**config.mk**
```make
export PLATFORM = sky130hd
export DESIGN_NAME = spi_bus_arbiter_flat
export DESIGN_NICKNAME = d
export VERILOG_FILES = /design/src/rtl/spi_bus_arbiter_if.sv /design/src/rtl/spi_bus_arbiter.sv /design/src/flat_wrapper.sv
export SDC_FILE = /design/constraint.sdc
export NUM_CORES = 1
export LEC_CHECK = 0
export ABC_CLOCK_PERIOD_IN_PS = 2000
export CAP_MARGIN = 20
export CELL_PAD_IN_SITES_DETAIL_PLACEMENT = 0
export CELL_PAD_IN_SITES_GLOBAL_PLACEMENT = 2
export CORE_MARGIN = 4
export CORE_UTILIZATION = 30
export CTS_CLUSTER_SIZE = 30
export DETAILED_ROUTE_END_ITERATION = 8
export GPL_TIMING_DRIVEN = 0
export MAX_ROUTING_LAYER = met4
export PLACE_DENSITY = 0.77
export SLEW_MARGIN = 20
export SYNTH_ARGS = -nofsm -noshare
export SYNTH_HDL_FRONTEND = slang
export SYNTH_SLANG_ARGS = --single-unit
```
**constraint.sdc**
```tcl
create_clock -name Clock -period 2 [get_ports Clock]
set_clock_uncertainty 0.2 [all_clocks]
set_input_delay 0.5 -clock Clock [delete_from_list [all_inputs] [get_ports Clock]]
set_output_delay 0.5 -clock Clock [all_outputs]
set_load 0.005 [all_outputs]
```
**src/rtl/spi_bus_arbiter_if.sv**
```systemverilog
// Bus bundle between the two SPI master engines and the shared-bus arbiter.
interface spi_bus_arbiter_if;
   logic [1:0] req;
   logic [1:0] gnt;
   logic [1:0] m_sclk;
   logic [1:0] m_mosi;
   logic [1:0] m_cs_n;
   logic       SCLK;
   logic       MOSI;
   logic [1:0] CS_n;
   logic       timeout;
   logic       busy;

   // Requester side: the engines and the shared-bus observers.
   modport master (
      output req, m_sclk, m_mosi, m_cs_n,
      input  gnt, SCLK, MOSI, CS_n, timeout, busy
   );

   // Arbiter side.
   modport slave (
      input  req, m_sclk, m_mosi, m_cs_n,
      output gnt, SCLK, MOSI, CS_n, timeout, busy
   );
endinterface

```
**src/rtl/spi_bus_arbiter.sv**
```systemverilog
// Round-robin req/gnt arbiter sharing one SPI bus between the ACL2 (0) and ALS (1)
// engines, with an idle guard gap between owners and a maximum hold timeout.
module spi_bus_arbiter #(
   parameter int unsigned GUARD_CYCLES = 8,
   parameter int unsigned MAX_HOLD     = 2000000,
   parameter int unsigned HOLD_W       = 21,
   parameter logic        CPOL         = 1'b0
) (
   input  logic               Clock,
   input  logic               Reset,
   spi_bus_arbiter_if.slave   bus
);

   localparam int unsigned GUARD_W = (GUARD_CYCLES > 1) ? $clog2(GUARD_CYCLES) : 1;

   typedef enum logic [1:0] {IDLE, GRANT, GUARD} state_t;

   state_t              state_q, state_d;
   logic                owner_q, owner_d;
   logic                last_q, last_d;
   logic [1:0]          lockout_q, lockout_d;
   logic [HOLD_W-1:0]   hold_q, hold_d;
   logic [GUARD_W-1:0]  guard_q, guard_d;
   logic [1:0]          gnt_q, gnt_d;
   logic                sclk_q, sclk_d;
   logic                mosi_q, mosi_d;
   logic [1:0]          cs_n_q, cs_n_d;
   logic                timeout_q, timeout_d;
   logic [1:0]          elig;
   logic                win;

   // State and output registers with synchronous active-low reset.
   always_ff @(posedge Clock) begin
      if (!Reset) begin
         state_q   <= IDLE;
         owner_q   <= 1'b0;
         last_q    <= 1'b1;
         lockout_q <= 2'b00;
         hold_q    <= '0;
         guard_q   <= '0;
         gnt_q     <= 2'b00;
         sclk_q    <= CPOL;
         mosi_q    <= 1'b0;
         cs_n_q    <= 2'b11;
         timeout_q <= 1'b0;
      end else begin
         state_q   <= state_d;
         owner_q   <= owner_d;
         last_q    <= last_d;
         lockout_q <= lockout_d;
         hold_q    <= hold_d;
         guard_q   <= guard_d;
         gnt_q     <= gnt_d;
         sclk_q    <= sclk_d;
         mosi_q    <= mosi_d;
         cs_n_q    <= cs_n_d;
         timeout_q <= timeout_d;
      end
   end

   // Arbitration, hold/guard timing and bus muxing; the bus idles on every edge
   // except those that keep the current owner in GRANT.
   always_comb begin
      state_d   = state_q;
      owner_d   = owner_q;
      last_d    = last_q;
      lockout_d = lockout_q & bus.req;
      hold_d    = hold_q;
      guard_d   = guard_q;
      gnt_d     = gnt_q;
      sclk_d    = CPOL;
      mosi_d    = 1'b0;
      cs_n_d    = 2'b11;
      timeout_d = 1'b0;
      elig      = bus.req & ~lockout_q;
      win       = 1'b0;

      case (state_q)
         IDLE: begin
            if (elig != 2'b00) begin
               win          = (elig == 2'b11) ? ~last_q : elig[1];
               owner_d      = win;
               last_d       = win;
               gnt_d        = 2'b00;
               gnt_d[win]   = 1'b1;
               hold_d       = '0;
               state_d      = GRANT;
            end
         end
         GRANT: begin
            hold_d = hold_q + 1'b1;
            if (!bus.req[owner_q]) begin
               gnt_d   = 2'b00;
               guard_d = '0;
               state_d = GUARD;
            end else if (hold_q == HOLD_W'(MAX_HOLD - 1)) begin
               gnt_d              = 2'b00;
               timeout_d          = 1'b1;
               lockout_d[owner_q] = 1'b1;
               guard_d            = '0;
               state_d            = GUARD;
            end else begin
               sclk_d          = bus.m_sclk[owner_q];
               mosi_d          = bus.m_mosi[owner_q];
               cs_n_d[owner_q] = bus.m_cs_n[owner_q];
            end
         end
         GUARD: begin
            if (guard_q == GUARD_W'(GUARD_CYCLES - 1)) begin
               state_d = IDLE;
            end else begin
               guard_d = guard_q + 1'b1;
            end
         end
         default: begin
            state_d = IDLE;
            gnt_d   = 2'b00;
         end
      endcase
   end

   assign bus.gnt     = gnt_q;
   assign bus.SCLK    = sclk_q;
   assign bus.MOSI    = mosi_q;
   assign bus.CS_n    = cs_n_q;
   assign bus.timeout = timeout_q;
   assign bus.busy    = (state_q != IDLE);

endmodule

```
**src/flat_wrapper.sv**
```systemverilog
// flat-port wrapper written by rule: the top's interface ports become plain ports
module spi_bus_arbiter_flat 
#(
   parameter int unsigned GUARD_CYCLES = 8,
   parameter int unsigned MAX_HOLD     = 2000000,
   parameter int unsigned HOLD_W       = 21,
   parameter logic        CPOL         = 1'b0
)
  (Clock, Reset, bus_req, bus_m_sclk, bus_m_mosi, bus_m_cs_n, bus_gnt, bus_SCLK, bus_MOSI, bus_CS_n, bus_timeout, bus_busy);
  spi_bus_arbiter_if bus_i ();
  input  logic Clock;
  input  logic Reset;
  input wire logic [$bits(bus_i.req)-1:0] bus_req;
  input wire logic [$bits(bus_i.m_sclk)-1:0] bus_m_sclk;
  input wire logic [$bits(bus_i.m_mosi)-1:0] bus_m_mosi;
  input wire logic [$bits(bus_i.m_cs_n)-1:0] bus_m_cs_n;
  output wire logic [$bits(bus_i.gnt)-1:0] bus_gnt;
  output wire logic [$bits(bus_i.SCLK)-1:0] bus_SCLK;
  output wire logic [$bits(bus_i.MOSI)-1:0] bus_MOSI;
  output wire logic [$bits(bus_i.CS_n)-1:0] bus_CS_n;
  output wire logic [$bits(bus_i.timeout)-1:0] bus_timeout;
  output wire logic [$bits(bus_i.busy)-1:0] bus_busy;
  assign bus_i.req = bus_req;
  assign bus_i.m_sclk = bus_m_sclk;
  assign bus_i.m_mosi = bus_m_mosi;
  assign bus_i.m_cs_n = bus_m_cs_n;
  assign bus_gnt = bus_i.gnt;
  assign bus_SCLK = bus_i.SCLK;
  assign bus_MOSI = bus_i.MOSI;
  assign bus_CS_n = bus_i.CS_n;
  assign bus_timeout = bus_i.timeout;
  assign bus_busy = bus_i.busy;
  spi_bus_arbiter #(.GUARD_CYCLES(GUARD_CYCLES), .MAX_HOLD(MAX_HOLD), .HOLD_W(HOLD_W), .CPOL(CPOL)) u_core (.Clock(Clock), .Reset(Reset), .bus(bus_i));
endmodule
```
==> results.sh <==
export IMPL_drc=0
export IMPL_rsz0062_at_grt="yes"
export IMPL_cts_hold_buf=0
export IMPL_path_buf_inv=1
export IMPL_slowest_stage="or4_4"
export IMPL_stdcell_count=291
export IMPL_diodes=0
export IMPL_ys_ff_latch=37
export IMPL_fp_dieW_um=83.0
export IMPL_post_drt_via_cell_ratio=4.75
export IMPL_die_area_um2=6890
export IMPL_routedWlPerCell_um=12.6
export IMPL_htreeDepth=2
export IMPL_fin_ws_ps=-34.0
export IMPL_critPathTopFamily="simple AND/OR/NAND/NOR gates"
export IMPL_rows=27
export IMPL_num_fill_cells=601
export IMPL_routed_via_count=1382
export IMPL_cts_sinks=37
export IMPL_wl_met1_mm=1.84
export IMPL_cp_max_fo=9
export IMPL_ys_warnings_count=0
export IMPL_coreArea_um2=5470
export IMPL_wl_mm=3.68
export IMPL_wl_met2_mm=1.68
export IMPL_setup_violations=2
export IMPL_yosysSeqAreaShare=0.439
export IMPL_dp_cells=282
export IMPL_finalHoldViolCount=0
export IMPL_cts_made_buffers=5
export IMPL_stdcell_area_um2=2100
export IMPL_final_min_clock_period_ps=2030
export IMPL_synth_distinct_cells=38
export IMPL_violations="negative setup slack"
export IMPL_cpPeakStageDelay_ps=520
export IMPL_peakVddDrop_mv=0.469
export IMPL_drtIter0Drc=75
export IMPL_die_h_um=83.0
export IMPL_dp_hpwl_mm=2.56
export IMPL_synth_top_area_frac=0.439
export IMPL_antenna_violating_nets_post_route=0
export IMPL_dpl_cell_area_um2=1940
export IMPL_cap_violations=0
export IMPL_root_buffer="clkbuf_8"
export IMPL_nets=232
export IMPL_cp_data_arrival_time_ps=2050
export IMPL_area_growth_syn_to_layout_pct=24.4
export IMPL_path_cells="nand2b_4 > a31o_1 > buf_6 > or4_4 > or3_1 > a21oi_1"
export IMPL_ios=18
export IMPL_maxSlewViolCount=0
export IMPL_leakage_nw=0.721
export IMPL_dr_pass1_iters=4
export IMPL_grt_pass1_vias=1376
export IMPL_highest_layer="met4"
export IMPL_synth_top_cells_by_area="dfxtp_1 44%, xnor2_1 7.3%, nor2_1 6.4%"
export IMPL_regToRegStartpoint="u_core.lockout_q[0]$_SDFF_PN0_"
export IMPL_synthesis_nets=207
export IMPL_cts_tree="built"
export IMPL_finalWeightedCongestion=0.734
export IMPL_grt_start_max_net_pins=11
export IMPL_synth_largest_area_cell="dfxtp_1"
export IMPL_crit_path_end_kind="register"
export IMPL_wl_met3_um=117
export IMPL_synthCells=194
export IMPL_path_clk_slew_ps=70
export IMPL_final_cell_mix="28 x dfxtp_1, 27 x nor2_1, 19 x nand2_1"
export IMPL_layout_commonest_cell="dfxtp_1"
export IMPL_dp_worst_setup_slack_ps=-786
export IMPL_outcome="finished with violations"
export IMPL_relSlewSlack=0.730
export IMPL_cp_required_ps=2010
export IMPL_port_buffers=16
export IMPL_grt_total_usage=0.115
export IMPL_critPathLaunchType="register"
export IMPL_fmax_ghz=0.492
export IMPL_startpoint="u_core.lockout_q[0]$_SDFF_PN0_"
export IMPL_antenna_found_initial=0
export IMPL_clk_latency_ps=290
export IMPL_ys_dominant_reg_cell="dfxtp_1"
export IMPL_layout_drive_gt1_share=0.183
export IMPL_async_flop_share=0
export IMPL_powerDensity_nw_per_um2=720
export IMPL_critical_path_class="register to register"
export IMPL_hold_path_class="register to register"
export IMPL_avgSynthCellArea_um2=8.71
export IMPL_overflow=0
export IMPL_syn_cell_area_um2=1690
export IMPL_start_util=0.309
export IMPL_min_period_over_period=1.02
export IMPL_hold_start="u_core.bus.gnt[0]$_SDFFE_PN0P_"
export IMPL_synth_edff_count=0
export IMPL_grt_pass1_wl_mm=6.35
export IMPL_clk_path_buf_depth=2
export IMPL_worst_pin_slew_ps=404
## metal layers
layer,up-vias,track usage
li1,722,-
met1,634,0.143
met2,20,0.183
met3,6,0.0268
met4,0,0.0401
met5,-,-
## path summary, 6_finish.rpt
path | end | slack (ps) | cells past startpoint
setup / recovery | u_core.hold_q[19]$_SDFFE_PN0P_ | -30 | 6
hold / removal | u_core.bus.gnt[0]$_SDFFE_PN0P_ | 260 | 2
setup reg to reg | u_core.hold_q[19]$_SDFFE_PN0P_ | -30 | 6
hold reg to reg | u_core.bus.gnt[0]$_SDFFE_PN0P_ | 260 | 2
## kinds of logic after synthesis
family                     Yosys count  synth area share
buffers and inverters               12            0.0311
AOI/OAI and AO/OA                   19            0.0748
xor gates and xnor gates            18            0.0933
DFF                                 37             0.439
adders and majority gates            3            0.0222
and+or+nand+nor                     98             0.299
muxes                                7            0.0415
## metrics by stage
| stage | hold WS (ps) | power [mW] | util | setup TNS (ps) |
|---|---|---|---|---|
| final | 264 | 1.51 | 0.384 | -46.0 |
| after floorplan | 238 | 0.918 | - | -103 |
| after global placement | 251 | 0.998 | 0.354 | -9900 |
| after detailed placement | 252 | 0.996 | 0.354 | -9870 |
| after CTS | 270 | 1.54 | 0.379 | -96.8 |
| after global routing | 291 | 1.58 | 0.384 | -330 |
## area by class of cell
cell class	count	area [µm²]	share of cell area
Buffer	4	23.8	0.0113
Sequential cell	37	759	0.361
Timing Repair Buffer	19	173	0.0821
Tap cell	72	90.1	0.0429
Clock buffer	7	86.3	0.0411
Multi-Input combinational cell	145	943	0.449
Inverter	7	26.3	0.0125
## report_power, final
group | switching [mW] | internal, mW
sequential | 0.0247 | 0.761
combinational | 0.111 | 0.0941
clock | 0.250 | 0.273
## cells in the mapped netlist, drive strengths merged, types with 2 or more instances
library cell	instances
nor4	8
a21oi	8
or3	3
nor2	29
nand2	19
a31oi	2
mux2i	7
and4	2
nand3	15
dfxtp	37
clkbuf	4
xnor2	14
nor3	7
nand2b	3
inv	7
ha	3
xor2	4
nand4	2
o211a	2
and3	2
## sequential cells by signal (all words and copies together), names as in the netlist
signal and count:
u_core.hold_q 21, u_core.bus.gnt 2, u_core.state_q 2, u_core.last_q 1, u_core.bus.SCLK 1, u_core.bus.CS_n 2, u_core.bus.timeout 1, u_core.owner_q 1
u_core.guard_q 3, u_core.lockout_q 2, u_core.bus.MOSI 1
## worst min-delay path: cells and delay by family (launching register included)
kind,cells,cell delay (ps)
DFF,1,310
muxes,1,50
and+or+nand+nor,1,50
## what timing repair did
| action | CTS | global route |
|---|---|---|
| hold endpoints to repair | 0 | 0 |
| resized for setup | 22 | 9 |
| setup buffers | 3 | 0 |
| gates cloned | 0 | 0 |
| setup endpoints to repair | 20 | 16 |
| pin swaps | 0 | 1 |
Note: power is estimated with default switching activity, not from simulation.
==> RTL change 1, RTL diff (same flow settings) <==
`CPOL` is set to 1'b0 in 2 places; all go to 1'b1.
--- a/src/rtl/spi_bus_arbiter.sv
+++ b/src/rtl/spi_bus_arbiter.sv
@@ -6,3 +6,3 @@
    parameter int unsigned HOLD_W       = 21,
-   parameter logic        CPOL         = 1'b0
+   parameter logic        CPOL         = 1'b1
 ) (
--- a/src/flat_wrapper.sv
+++ b/src/flat_wrapper.sv
@@ -6,3 +6,3 @@
    parameter int unsigned HOLD_W       = 21,
-   parameter logic        CPOL         = 1'b0
+   parameter logic        CPOL         = 1'b1
 )
Function: changed (a bounded check fails within 4 cycles, from zero or initial values and one cycle with Reset low).
==> RTL change 1 against the unedited design <==
- area after synthesis up 0.30%
- critical endpoint unchanged
- maximum frequency up 3.4%
- worst hold slack about the same
- cell count up 1.4%
- global-route usage up 0.71 points
- design area up 2.9%
- wire length up 2.2%
- sequential cell count unchanged
- clock power down 2%
- largest power group unchanged
- sequential share of layout area down 0.60 points
- power down 0.53%
- worst setup slack better by 0.066 ns
==> RTL change 1: results (changes against the unedited design) <==
First-pass GRT wire length = 6720 um (+5.9%)
Final nets = 235 (+1.3%)
Max clock buf depth = 2 (unchanged)
WL/cell = 12.7 um (+0.84%)
Vias per cell = 4.86 (+2.4%)
Pleak = 0.749 nW (+3.8%)
Post-synth top cells = dfxtp_1, nor2_1, nand2_1
Internal Power = 0.00110 W (-2.8%)
Reg power frac = 0.521 (+0.002)
Synth top area cells = dfxtp_1, xnor2_1, nor2_1
R2R setup slack = 0.03 ns (+0.07 ns)
HP Start = u_core.guard_q[2]
Met3 Use GR = 0.0298 (+0.00298)
Worst-margin pin slew = 0.389 ns (-0.0155 ns)
GP Congestion = 0.734 (about the same)
Pin count of the biggest net entering global routing = 13 (+2)
Vias in the first global route = 1,451 (+5.5%)
Combinational power = 0.000210 W (+2%)
CP arrival = 1.98 ns (-0.07 ns)
WL met2 = 1760 um (+5.1%)
Hold EP = u_core.guard_q[2]
Placed Instances = 283 (+0.35%)
Fillcell total = 557 (-7.3%)
Metal-1 WL = 1800 um (-2.3%)
Outcome = complete, no violations
Area after DPL = 0.00194 sq mm (+0.26%)
Layout cell share with drive strength beyond 1 = 0.233 (+0.0505)
Syn Nets = 208 (+0.48%)
Peak supply drop = 0.000419 V (-11%)
Synth cell types = 37 (-2.6%)
Met3 wire len = 135 um (+15%)
Sw frac = 0.272 (+0.0173)
Met2 global-route usage = 0.194 (+0.0109)
Met1 Use GR = 0.149 (+0.00607)
Syn Inst Count = 195 (+0.52%)
Register area = 768 sq um (+1.2%)
Period minus WS final = 1.97 ns (-0.0660 ns)
Initial drt markers = 51 (-32%)
Post-Route WL = 3760 um (+2.2%)
GRT Total Usage = 0.122 (+0.00706)
Post-DP HPWL = 2640 um (+3.1%)
Crit-path max FO = 3 (-6)
Worst hold slack = 0.264 ns (+0.000368 ns)
Sequential area share after synthesis = 0.437 (-0.00130)
-- RTL change 1: final cells by class --
cell class / count / area share
clock inverter: 3 / 0.00810
tap: 72 / 0.0417
buffer: 3 / 0.00579
timing repair buffer: 22 / 0.0932
sequential: 37 / 0.355
inverter: 7 / 0.0122
multi-input combinational: 146 / 0.452
clock buffer: 5 / 0.0318
-- RTL change 1: timing repair --
action / 4_1_cts / 5_1_grt
resized for setup: 25 / 22
buffers inserted: 5 / 1
pin swaps: 4 / 5
setup endpoints to repair: 19 / 26
-- RTL change 1: logic make-up (layout without fill, tap and decap cells) --
logic type	Yosys count	after routing	synth area share
buf+inv	12	40	0.0310
fa+ha+maj	3	3	0.0222
xor+xnor	18	18	0.0931
mux	7	7	0.0414
compound gates	19	19	0.0746
simple gates	99	99	0.301
flops	37	37	0.437
-- RTL change 1: worst min-delay path, delay by kind of cell (launching register included) --
| kind | cells | cell delay, ns |
|---|---|---|
| flops | 1 | 0.32 |
| simple gates | 1 | 0.05 |
| mux | 1 | 0.05 |
==> RTL change 2, RTL diff (same flow settings) <==
Made on the original files. Take the reset off `hold_q` and load it in a clocked block of its own.
--- a/src/rtl/spi_bus_arbiter.sv
+++ b/src/rtl/spi_bus_arbiter.sv
@@ -38,3 +38,2 @@
          lockout_q <= 2'b00;
-         hold_q    <= '0;
          guard_q   <= '0;
@@ -50,3 +49,2 @@
          lockout_q <= lockout_d;
-         hold_q    <= hold_d;
          guard_q   <= guard_d;
@@ -58,2 +56,6 @@
       end
+   end
+
+   always_ff @(posedge Clock) begin
+      hold_q <= hold_d;
    end
Check against the original RTL: same outputs for any inputs over 10 cycles, from zero or initial values and one cycle with Reset low; that may be too few to reach the edited logic, so the function may still have changed.
==> RTL change 2 against the unedited design <==
- worst hold slack better by 0.0028 ns
- worst setup slack worse by 0.096 ns
- design area up 12%
- sequential share of layout area up 4.4 points
- critical path depth unchanged
- power up 31%
- wire length up 5.5%
- the flow still finishes with violations (negative setup slack)
- sequential cell count unchanged
- area after synthesis up 6.7%
- global-route usage up 0.37 points
- count of clock-buffer cells in the layout down 2
==> RTL change 2: results (changes against the unedited design) <==
Outcome = finished, violations left
Failing checks = negative setup slack
CP arrival = 2.16 ns (+0.11 ns)
Area after DPL = 0.00208 sq mm (+7.2%)
Worst-margin pin slew = 0.573 ns (+0.169 ns)
Critical path launch point type = flop
Sw frac = 0.304 (+0.0492)
Max clock buf depth = 2 (unchanged)
Met3 Use GR = 0.0307 (+0.00395)
Post-DP HPWL = 2500 um (-2.5%)
# DRC = 0 (unchanged)
Ant diodes = 0 (unchanged)
Worst Setup End Kind = flop
Syn Nets = 190 (-8.2%)
GP Congestion = 0.703 (-4.2%)
Fillcell total = 575 (-4.3%)
Final setup TNS = -0.930 ns (-0.884 ns)
Peak supply drop = 0.000347 V (-26%)
Top flop regs = u_core.hold_q (21), u_core.guard_q (3)
Pleak = 0.851 nW (+18%)
Synth Warn # = 0 (unchanged)
GRT Total Usage = 0.119 (+0.00370)
RR Startpoint = u_core.hold_q[0]
Setup Viol. Count Final = 13 (+11)
Reg-to-Reg End = u_core.guard_q[0]
Synth top area cells = edfxtp_1, dfxtp_1, xor2_1
Fraction of registers with async set/reset = 0 (unchanged)
Initial drt markers = 42 (-44%)
Met1 Use GR = 0.139 (-0.00469)
Setup WS post-layout = -0.130 ns (-0.0964 ns)
Crit-path max FO = 5 (-4)
Pin count of the biggest net entering global routing = 14 (+3)
First-pass GRT wire length = 6600 um (+4.0%)
Sequential area share after synthesis = 0.528 (+0.0893)
Met2 global-route usage = 0.193 (+0.00985)
Layout cell share with drive strength beyond 1 = 0.226 (+0.0432)
WL/cell = 13.4 um (+6.3%)
Final nets = 229 (-1.3%)
Synth cell types = 35 (-7.9%)
R2R depth = 6 (unchanged)
Post-synth top cells = edfxtp_1, nor2_1, nand2_1
DR vias = 1,395 (+0.94%)
# port buffers = 17 (+1)
Post-synth EDFFs = 21 (+21)
First drt pass iteration count = 4 (unchanged)
Root Buffer = clkbuf_8
-- RTL change 2: cell types whose count changed after synthesis, sizes merged, moves of 3 or more --
cell,unedited run,this run
nand4,2,5
nor4,8,2
nand3,15,9
dfxtp,37,16
nor3,7,4
or3,3,7
edfxtp,0,21
o21ai,1,5
xor2,4,10
xnor2,14,5
nor2,29,21
-- RTL change 2: critical path, stage by stage, from the launching register on --
cell      delay (ns)
edfxtp_1        0.38
ha_2            0.20
and4_4          0.25
nand2_2         0.07
or4_4           0.50
a22oi_4         0.27
mux2i_1         0.21
-- RTL change 2: metal layers --
metal,share of wire,vias up
li1,-,710
met1,0.47,660
met2,0.48,17
met3,0.028,8
met4,0.018,0
met5,0,-
-- RTL change 2: power by group through the flow --
stage / clock [W] / combinational (W) / sequential (W)
after global placement: 0 / 0.000299 / 0.00106
after floorplan: 0 / 0.000208 / 0.00103
after global routing: 0.000607 / 0.000447 / 0.00105
final: 0.000546 / 0.000402 / 0.00104
after CTS: 0.000562 / 0.000389 / 0.00104
after detailed placement: 0 / 0.000300 / 0.00106
-- RTL change 2: what timing repair did --
action | in CTS | in global routing
hold buffers | 0 | 0
gates cloned | 1 | 1
pin swaps | 8 | 7
buffers inserted | 11 | 4
resized for setup | 8 | 11
setup endpoints to repair | 41 | 37
hold endpoints to repair | 0 | 0
-- RTL change 2: kinds of logic (layout without fill, tap and decap cells) --
| group | after synthesis | in the layout | synth area share |
|---|---|---|---|
| AOI/OAI and AO/OA | 19 | 19 | 0.0708 |
| xor gates and xnor gates | 15 | 15 | 0.0729 |
| adders and majority gates | 3 | 3 | 0.0208 |
| buffers and inverters | 13 | 51 | 0.0313 |
| DFF | 37 | 37 | 0.528 |
| muxes | 7 | 7 | 0.0389 |
| and+or+nand+nor | 83 | 85 | 0.238 |
-- RTL change 2: cell type report --
class	instances	area (sq um)	share of cell area
buffer	4	15.0	0.00638
clock buffer	5	68.8	0.0292
clock inverter	3	22.5	0.00957
inverter	7	26.3	0.0112
multi-input combinational	129	882	0.375
sequential	37	953	0.405
tap	72	90.1	0.0383
timing repair buffer	32	295	0.125
-- RTL change 2: per-stage QoR --
step                worst slack, ns  std cells  total power, W  hold slack, ns
floorplan                   -0.0995        177         0.00124           0.238
global placement             -0.627        266         0.00136           0.244
detailed placement           -0.620        266         0.00136           0.250
CTS                          -0.150        284         0.00199           0.269
global route                 -0.230        289         0.00211           0.283
finish                       -0.130        289         0.00199           0.267
